File: src/rtl/clock_logic_gate_leaf_if.sv
// Enable handshake and debug bundle between the clock controller side and one gate leaf.
// The controller (master) drives the async request and DFT/debug controls; the leaf answers.
interface clock_logic_gate_leaf_if #(
    parameter int CNT_W = 8
);
    logic             async_enable;
    logic             async_enable_ack;
    logic             gate_enable;
    logic             clock_running;
    logic             test_force_on;
    logic             count_clear;
    logic [CNT_W-1:0] toggle_count;

    modport master (
        output async_enable, test_force_on, count_clear,
        input  async_enable_ack, gate_enable, clock_running, toggle_count
    );

    modport slave (
        input  async_enable, test_force_on, count_clear,
        output async_enable_ack, gate_enable, clock_running, toggle_count
    );
endinterface

File: src/rtl/clock_logic_gate_leaf.sv
// Clock gate leaf: synchronises the controller enable, sequences the ICG enable through
// on/off settle windows and returns a level ack once the gated clock is stable.
module clock_logic_gate_leaf #(
    parameter int SYNC_STAGES = 2,
    parameter int ON_SETTLE   = 4,
    parameter int OFF_SETTLE  = 2,
    parameter int CNT_W       = 8
) (
    input  logic                    i_clock,
    input  logic                    i_async_resetn,
    clock_logic_gate_leaf_if.slave  io_bus
);
    localparam int MAX_SETTLE = (ON_SETTLE > OFF_SETTLE) ? ON_SETTLE : OFF_SETTLE;
    localparam int CW         = (MAX_SETTLE == 0) ? 1 : $clog2(MAX_SETTLE + 1);

    typedef enum logic [1:0] {S_OFF, S_START, S_ON, S_STOP} state_t;

    logic [SYNC_STAGES-1:0] r_sync;
    logic                   w_en_sync;
    state_t                 r_state, w_nxt;
    logic [CW-1:0]          r_settle, w_settle_nxt;
    logic                   w_inc;
    logic                   r_gate, r_ack, r_running;
    logic [CNT_W-1:0]       r_count;

    always_ff @(posedge i_clock or negedge i_async_resetn) begin
        if (!i_async_resetn) r_sync <= '0;
        else                 r_sync <= {r_sync[SYNC_STAGES-2:0], io_bus.async_enable};
    end
    assign w_en_sync = r_sync[SYNC_STAGES-1];

    // STOP ignores the request so the off-settle always runs to completion.
    always_comb begin
        w_nxt        = r_state;
        w_settle_nxt = r_settle;
        w_inc        = 1'b0;
        case (r_state)
            S_OFF: if (w_en_sync) begin
                w_nxt        = S_START;
                w_settle_nxt = CW'(ON_SETTLE);
                w_inc        = 1'b1;
            end
            S_START: begin
                if (!w_en_sync) begin
                    w_nxt        = S_STOP;
                    w_settle_nxt = CW'(OFF_SETTLE);
                end else if (r_settle == '0) begin
                    w_nxt = S_ON;
                end else begin
                    w_settle_nxt = r_settle - CW'(1);
                end
            end
            S_ON: if (!w_en_sync) begin
                w_nxt        = S_STOP;
                w_settle_nxt = CW'(OFF_SETTLE);
            end
            S_STOP: begin
                if (r_settle == '0) w_nxt = S_OFF;
                else                w_settle_nxt = r_settle - CW'(1);
            end
            default: w_nxt = S_OFF;
        endcase
    end

    always_ff @(posedge i_clock or negedge i_async_resetn) begin
        if (!i_async_resetn) begin
            r_state   <= S_OFF;
            r_settle  <= '0;
            r_gate    <= 1'b0;
            r_ack     <= 1'b0;
            r_running <= 1'b0;
        end else begin
            r_state   <= w_nxt;
            r_settle  <= w_settle_nxt;
            r_gate    <= (w_nxt == S_START) || (w_nxt == S_ON) || io_bus.test_force_on;
            r_running <= (w_nxt == S_ON);
            // Ack entering STOP from ON is held through the whole off-settle; an aborted
            // START keeps it low.
            case (w_nxt)
                S_ON:    r_ack <= 1'b1;
                S_STOP:  r_ack <= (r_state == S_ON) || r_ack;
                default: r_ack <= 1'b0;
            endcase
        end
    end

    // Clear wins over a same-cycle increment; the count sticks at all-ones.
    always_ff @(posedge i_clock or negedge i_async_resetn) begin
        if (!i_async_resetn)                r_count <= '0;
        else if (io_bus.count_clear)        r_count <= '0;
        else if (w_inc && (r_count != '1))  r_count <= r_count + CNT_W'(1);
    end

    assign io_bus.gate_enable      = r_gate;
    assign io_bus.async_enable_ack = r_ack;
    assign io_bus.clock_running    = r_running;
    assign io_bus.toggle_count     = r_count;
endmodule

File: src/flat_wrapper.sv
// flat-port wrapper written by rule: the top's interface ports become plain ports
module clock_logic_gate_leaf_flat 
#(
    parameter int SYNC_STAGES = 2,
    parameter int ON_SETTLE   = 4,
    parameter int OFF_SETTLE  = 2,
    parameter int CNT_W       = 8
)
  (i_clock, i_async_resetn, io_bus_async_enable, io_bus_test_force_on, io_bus_count_clear, io_bus_async_enable_ack, io_bus_gate_enable, io_bus_clock_running, io_bus_toggle_count);
  clock_logic_gate_leaf_if #(.CNT_W(CNT_W)) io_bus_i ();
  input  logic i_clock;
  input  logic i_async_resetn;
  input wire logic [$bits(io_bus_i.async_enable)-1:0] io_bus_async_enable;
  input wire logic [$bits(io_bus_i.test_force_on)-1:0] io_bus_test_force_on;
  input wire logic [$bits(io_bus_i.count_clear)-1:0] io_bus_count_clear;
  output wire logic [$bits(io_bus_i.async_enable_ack)-1:0] io_bus_async_enable_ack;
  output wire logic [$bits(io_bus_i.gate_enable)-1:0] io_bus_gate_enable;
  output wire logic [$bits(io_bus_i.clock_running)-1:0] io_bus_clock_running;
  output wire logic [$bits(io_bus_i.toggle_count)-1:0] io_bus_toggle_count;
  assign io_bus_i.async_enable = io_bus_async_enable;
  assign io_bus_i.test_force_on = io_bus_test_force_on;
  assign io_bus_i.count_clear = io_bus_count_clear;
  assign io_bus_async_enable_ack = io_bus_i.async_enable_ack;
  assign io_bus_gate_enable = io_bus_i.gate_enable;
  assign io_bus_clock_running = io_bus_i.clock_running;
  assign io_bus_toggle_count = io_bus_i.toggle_count;
  clock_logic_gate_leaf #(.SYNC_STAGES(SYNC_STAGES), .ON_SETTLE(ON_SETTLE), .OFF_SETTLE(OFF_SETTLE), .CNT_W(CNT_W)) u_core (.i_clock(i_clock), .i_async_resetn(i_async_resetn), .io_bus(io_bus_i));
endmodule
File: config.mk
export PLATFORM = sky130hd
export DESIGN_NAME = clock_logic_gate_leaf_flat
export DESIGN_NICKNAME = d
export VERILOG_FILES = /design/src/rtl/clock_logic_gate_leaf_if.sv /design/src/rtl/clock_logic_gate_leaf.sv /design/src/flat_wrapper.sv
export SDC_FILE = /design/constraint.sdc
export NUM_CORES = 1
export LEC_CHECK = 0
export BUFFER_PORTS_ARGS = -buffer_cell sky130_fd_sc_hd__buf_2
export CAP_MARGIN = 10
export CELL_PAD_IN_SITES_DETAIL_PLACEMENT = 1
export CELL_PAD_IN_SITES_GLOBAL_PLACEMENT = 1
export CORE_MARGIN = 2
export CORE_UTILIZATION = 46
export DETAILED_ROUTE_END_ITERATION = 10
export PLACE_DENSITY = 0.8
export SETUP_SLACK_MARGIN = 0.5
export SLEW_MARGIN = 15
export SYNTH_ARGS = -nofsm -noshare
export SYNTH_HDL_FRONTEND = slang
export SYNTH_SLANG_ARGS = --single-unit
File: constraint.sdc
create_clock -name i_clock -period 3.8 [get_ports i_clock]
set_input_delay 0.95 -clock i_clock [delete_from_list [all_inputs] [get_ports i_clock]]
set_output_delay 0.95 -clock i_clock [all_outputs]
set_load 0.03 [all_outputs]
After elaboration in Yosys (flattened, before gate mapping). Index checks and enable logic that the tools add are counted.

$add $sub $neg: 2. Muxes and demuxes: 16. Equality and inequality tests: 9. Reduce and logical (&&, ||, !) cells: 8.

Operators with widths (count): $mux W8 (2); $mux W3 (4); $pmux W3 S4 (1); $mux W2 (5); $add A8 B1 Y8 const B (1); $eq A2 B2 Y1 const B (4); $ne A8 B8 Y1 const B (1); $pmux W2 S4 (1); $eq A2 B1 Y1 const B (2); $logic_not A3 Y1 (1); $logic_or A1 B1 Y1 (3); $sub A3 B1 Y3 const B (1); $logic_not A2 Y1 (1); $mux W1 (2); $ne A2 B1 Y1 const B (1); $ne A2 B2 Y1 const B (1); $pmux W1 S2 (1); $reduce_and A2 Y1 (1); $reduce_bool A2 Y1 (1); $logic_and A1 B1 Y1 (1).

Logic and storage cells: 42. Output and inout port bits: 11. Flip-flop bits (word level): 18. Input port bits: 5.

Depth between registers and ports, before layout.
Depth in word-level cells: 7. Mapped depth: 8. Mapped depth without buffers: 8.

Least setup slack after synthesis. Ideal clock, no wire load.

Kind: reg-to-reg. Start point: register u_core.r_settle[0]. End point: register u_core.r_gate, in the netlist u_core.io_bus.gate_enable. Library setup time: 0.127 ns. Path buffers: 0. Cell stages (with the launch flop): 8. Period minus slack after synthesis: 1.807 ns. Required time: 3.673 ns. Arrival: 1.679 ns. Setup slack: 1.993 ns. Path through: dfrtp_1 -> inv_1 -> ha_1 -> nor2b_1 -> o21ai_0 -> a21o_1 -> ha_1 -> or2_2.

Word-level cells in the longest chain between the ends: 7. Elaborated cells on any way between the ends: 9. Those cells by class: eq/ne (2); mux (4); reduce/logical (3).

Ends and longest elaborated chain: from (decl) (line clock_logic_gate_leaf.sv:21) `logic [CW-1:0] r_settle, w_settle_nxt;`; from (signal assigned) (line clock_logic_gate_leaf.sv:74) `r_settle <= w_settle_nxt;`; $logic_not A3 Y1 * (line clock_logic_gate_leaf.sv:47, clock_logic_gate_leaf.sv:58); $mux W2 (line clock_logic_gate_leaf.sv:47) `end else if (r_settle == '0) begin`; $mux W2 (line clock_logic_gate_leaf.sv:44) `if (!w_en_sync) begin`; $pmux W2 S4 * (line clock_logic_gate_leaf.sv:37) `case (r_state)`; via u_core.w_nxt[0] (line clock_logic_gate_leaf.sv:20) `state_t r_state, w_nxt;`; $eq A2 B1 Y1 or $eq A2 B2 Y1 (tied branches) (line clock_logic_gate_leaf.sv:75) `r_gate <= (w_nxt == S_START) || (w_nxt == S_ON) || io_bus.test_force_on;`; $logic_or A1 B1 Y1 * (2 in a row) (line clock_logic_gate_leaf.sv:75); to (signal assigned) (line clock_logic_gate_leaf.sv:75); to (decl) (line clock_logic_gate_leaf.sv:23) `logic r_gate, r_ack, r_running;`.

The timed path passes the listed nets; every way through them passes the cells marked *. A chain may end at the register's enable or synchronous reset.

Final worst setup path.
Start point: register u_core.r_settle[1]. End point: register u_core.r_gate, in the netlist u_core.io_bus.gate_enable.

Same word-level chain as after synthesis.

==> impl_metrics.tcl <==
set metrics [dict create \
    startpoint_type "flip-flop" \
    yosysWarnings 0 \
    synth_edf_count 0 \
    syn-cell-area_sq_um 1000 \
    pwr-share-clk 0.179 \
    placedInstanceArea_sq_um 1090 \
    ff2ff_path_depth 7 \
    maxSlewHeadroom 0.707 \
    io_buffers 15 \
    track_usage 0.185 \
    initial_core_util 0.500 \
    skew_ps 1.30 \
    worstSetupEndpointType "flip-flop" \
    criticalPathCategory "flip-flop to flip-flop" \
    ios 16 \
    nets 121 \
    syn_avg_cell_area_sq_um 10.6 \
    drive_above_1_share 0.227 \
    rsz0062_at_grt "false" \
    crit_required_ps 3990 \
    cap_violations 0 \
    hold_violations 0 \
    post-route-drc-count 0 \
    cts_hold_buf 0 \
    cts_resized 0 \
    hpwl_um 1480 \
    clk_path_buf_depth 2 \
    area_growth_pct 12.9 \
    finalCritPeriodShare 0.531 \
    p_per_area_nw_per_um2 606 \
    synth.most_common_cell "dfrtp_1" \
    fmax_mhz 496 \
    swShare 0.385 \
    drt_iter0_drc 9 \
    final_area_sq_um 1130 \
    tritoncts "built" \
    p_switching_uw 263 \
    status "finished, final reports clean" \
    seq_area_frac_synth 0.450 \
    routed_wl_um 2090 \
    period_minus_slack_ps 2020 \
    clkTransAtPathRegs_ps 110 \
    synth_top_area_frac 0.450 \
    hold_path_depth 0 \
    routedWlPerCell_um 15.2 \
    hold_path_class "flip-flop to flip-flop" \
    synth.area.top_cells "dfrtp_1 (45%), ha_1 (6.3%), nand4bb_4 (2.7%)" \
    setup_tns_ps 0 \
    postRouteAntennaNets 0 \
    p_leak_nw 0.508 \
    dieHeight_um 50.6 \
    total_power_uw 685 \
    ir_drop_mv 0.524 \
    tightest_slew_ps 440 \
    htreeDepth 1 \
    grt_pass1_vias 793 \
    cts_sinks 18 \
    pwr-share-comb 0.395 \
    synth_common_cells "dfrtp_1 (18), inv_1 (6), nand2_1 (6)" \
    dr_total_vias 804 \
    synth_cell_types 44 \
    grt_pass1_wl_um 3580 \
    gp_congestion 0.846 \
    async_flop_share 1.00 \
    seqPwrFrac 0.426 \
    die_area_sq_um 2560 \
    p_int_uw 421 \
    diodes 0 \
    cts_root_buf "clkbuf_4" \
    yosys.area.top_type "dfrtp_1" \
    vias_per_cell 5.87 \
    grt_overflow 0 \
    syn_nets 104 \
    die_x_um 50.6 \
    worstSkewPairLatency_ps 300 \
    first_pass_iters 4 \
    cp_max_fo 4 \
    post_cts_buffers 0 \
    antenna_found_initial 0 \
    ys_seq_elements 18 \
    finalSetupViolations 0 \
    cts_buffers 3 \
    rows 16 \
    netlist_instances 94 \
    worstPathArrival_ps 2210 \
    slew_violations 0 \
    grt_start_max_net_pins 19 \
    core_sq_um 2000 \
    synth-main-ff-cell "dfrtp_1" \
]
placed cells by master, fill, tap and decap left out, types with 2 or more instances in the layout:
cell type / instances
nand3_1: 2
a311oi_1: 2
nor2b_1: 4
dfrtp_1: 18
inv_1: 6
nor2_1: 4
nand4_1: 3
a41oi_1: 2
nand2b_1: 2
clkbuf_4: 3
mux2_2: 2
buf_2: 15
ha_1: 5
a211oi_1: 3
maj3_1: 2
a21oi_1: 2
nand2_1: 6
o21ai_0: 3
worst paths after layout:
kind | slack (ps) | start | to
worst min register to register | 370 | u_core.r_sync[0] | u_core.r_sync[1]
worst min-delay path | 370 | u_core.r_sync[0] | u_core.r_sync[1]
worst max register to register | 1780 | u_core.r_settle[1] | u_core.io_bus.gate_enable
min in group asynchronous | 560 | i_async_resetn | u_core.io_bus.toggle_count[0]
worst max-delay path | 1780 | u_core.r_settle[1] | u_core.io_bus.gate_enable
max in group asynchronous | 2950 | i_async_resetn | u_core.io_bus.toggle_count[7]
cell families (layout without fill, tap and decap cells):
| kind of cell | count (synthesis) | in the layout | share of synthesized area |
|---|---|---|---|
| flops | 18 | 18 | 0.450 |
| buf+inv | 9 | 25 | 0.0387 |
| fa+ha+maj | 7 | 7 | 0.0825 |
| simple gates | 32 | 32 | 0.209 |
| mux | 3 | 3 | 0.0325 |
| xor+xnor | 1 | 1 | 0.00875 |
| compound gates | 24 | 24 | 0.179 |
metrics by stage:
stage | hold slack, ps | worst slack, ps | cells | util
6_report | 372 | 1780 | 137 | 0.564
2_1_floorplan | 331 | 1990 | 94 | -
4_1_cts | 379 | 1790 | 137 | 0.564
3_5_place_dp | 350 | 1800 | 133 | 0.546
5_1_grt | 381 | 1680 | 137 | 0.564
3_3_place_gp | 335 | 1910 | 133 | 0.546
sequential cells by signal (all words and copies together), names as in the netlist:
| signal | count |
|---|---|
| u_core.r_settle | 3 |
| u_core.r_state | 2 |
| u_core.io_bus.clock_running | 1 |
| u_core.io_bus.gate_enable | 1 |
| u_core.io_bus.toggle_count | 8 |
| u_core.r_sync | 2 |
| u_core.io_bus.async_enable_ack | 1 |
critical path, stage by stage, from the launching register on:
cell and delay [ps]:
dfrtp_1 410, inv_1 90, ha_1 200, nor2b_1 240, o21ai_0 170, a21o_1 240, ha_1 280, or2_2 290
layout make-up:
cell class                      count  area [sq um]
Clock buffer                        4          36.3
Fill cell                         245           872
Inverter                            6          22.5
Multi-Input combinational cell     67           512
Sequential cell                    18           450
Tap cell                           27          33.8
Timing Repair Buffer               15          75.1
power groups by stage:
stage / Clock (mW) / Sequential [mW] / Combinational, mW
2_1_floorplan: 0 / 0.298 / 0.198
5_1_grt: 0.129 / 0.301 / 0.303
6_report: 0.123 / 0.292 / 0.270
4_1_cts: 0.126 / 0.291 / 0.274
3_5_place_dp: 0 / 0.294 / 0.268
3_3_place_gp: 0 / 0.293 / 0.256
metal layers:
metal	GRT usage	part of all wire	vias to the layer above
met3	0.0357	0.055	4
met5	0	0	-
met1	0.253	0.49	391
met2	0.298	0.45	25
li1	-	-	384
met4	0.0541	0.011	0
Power figures use the tool's default switching activity.
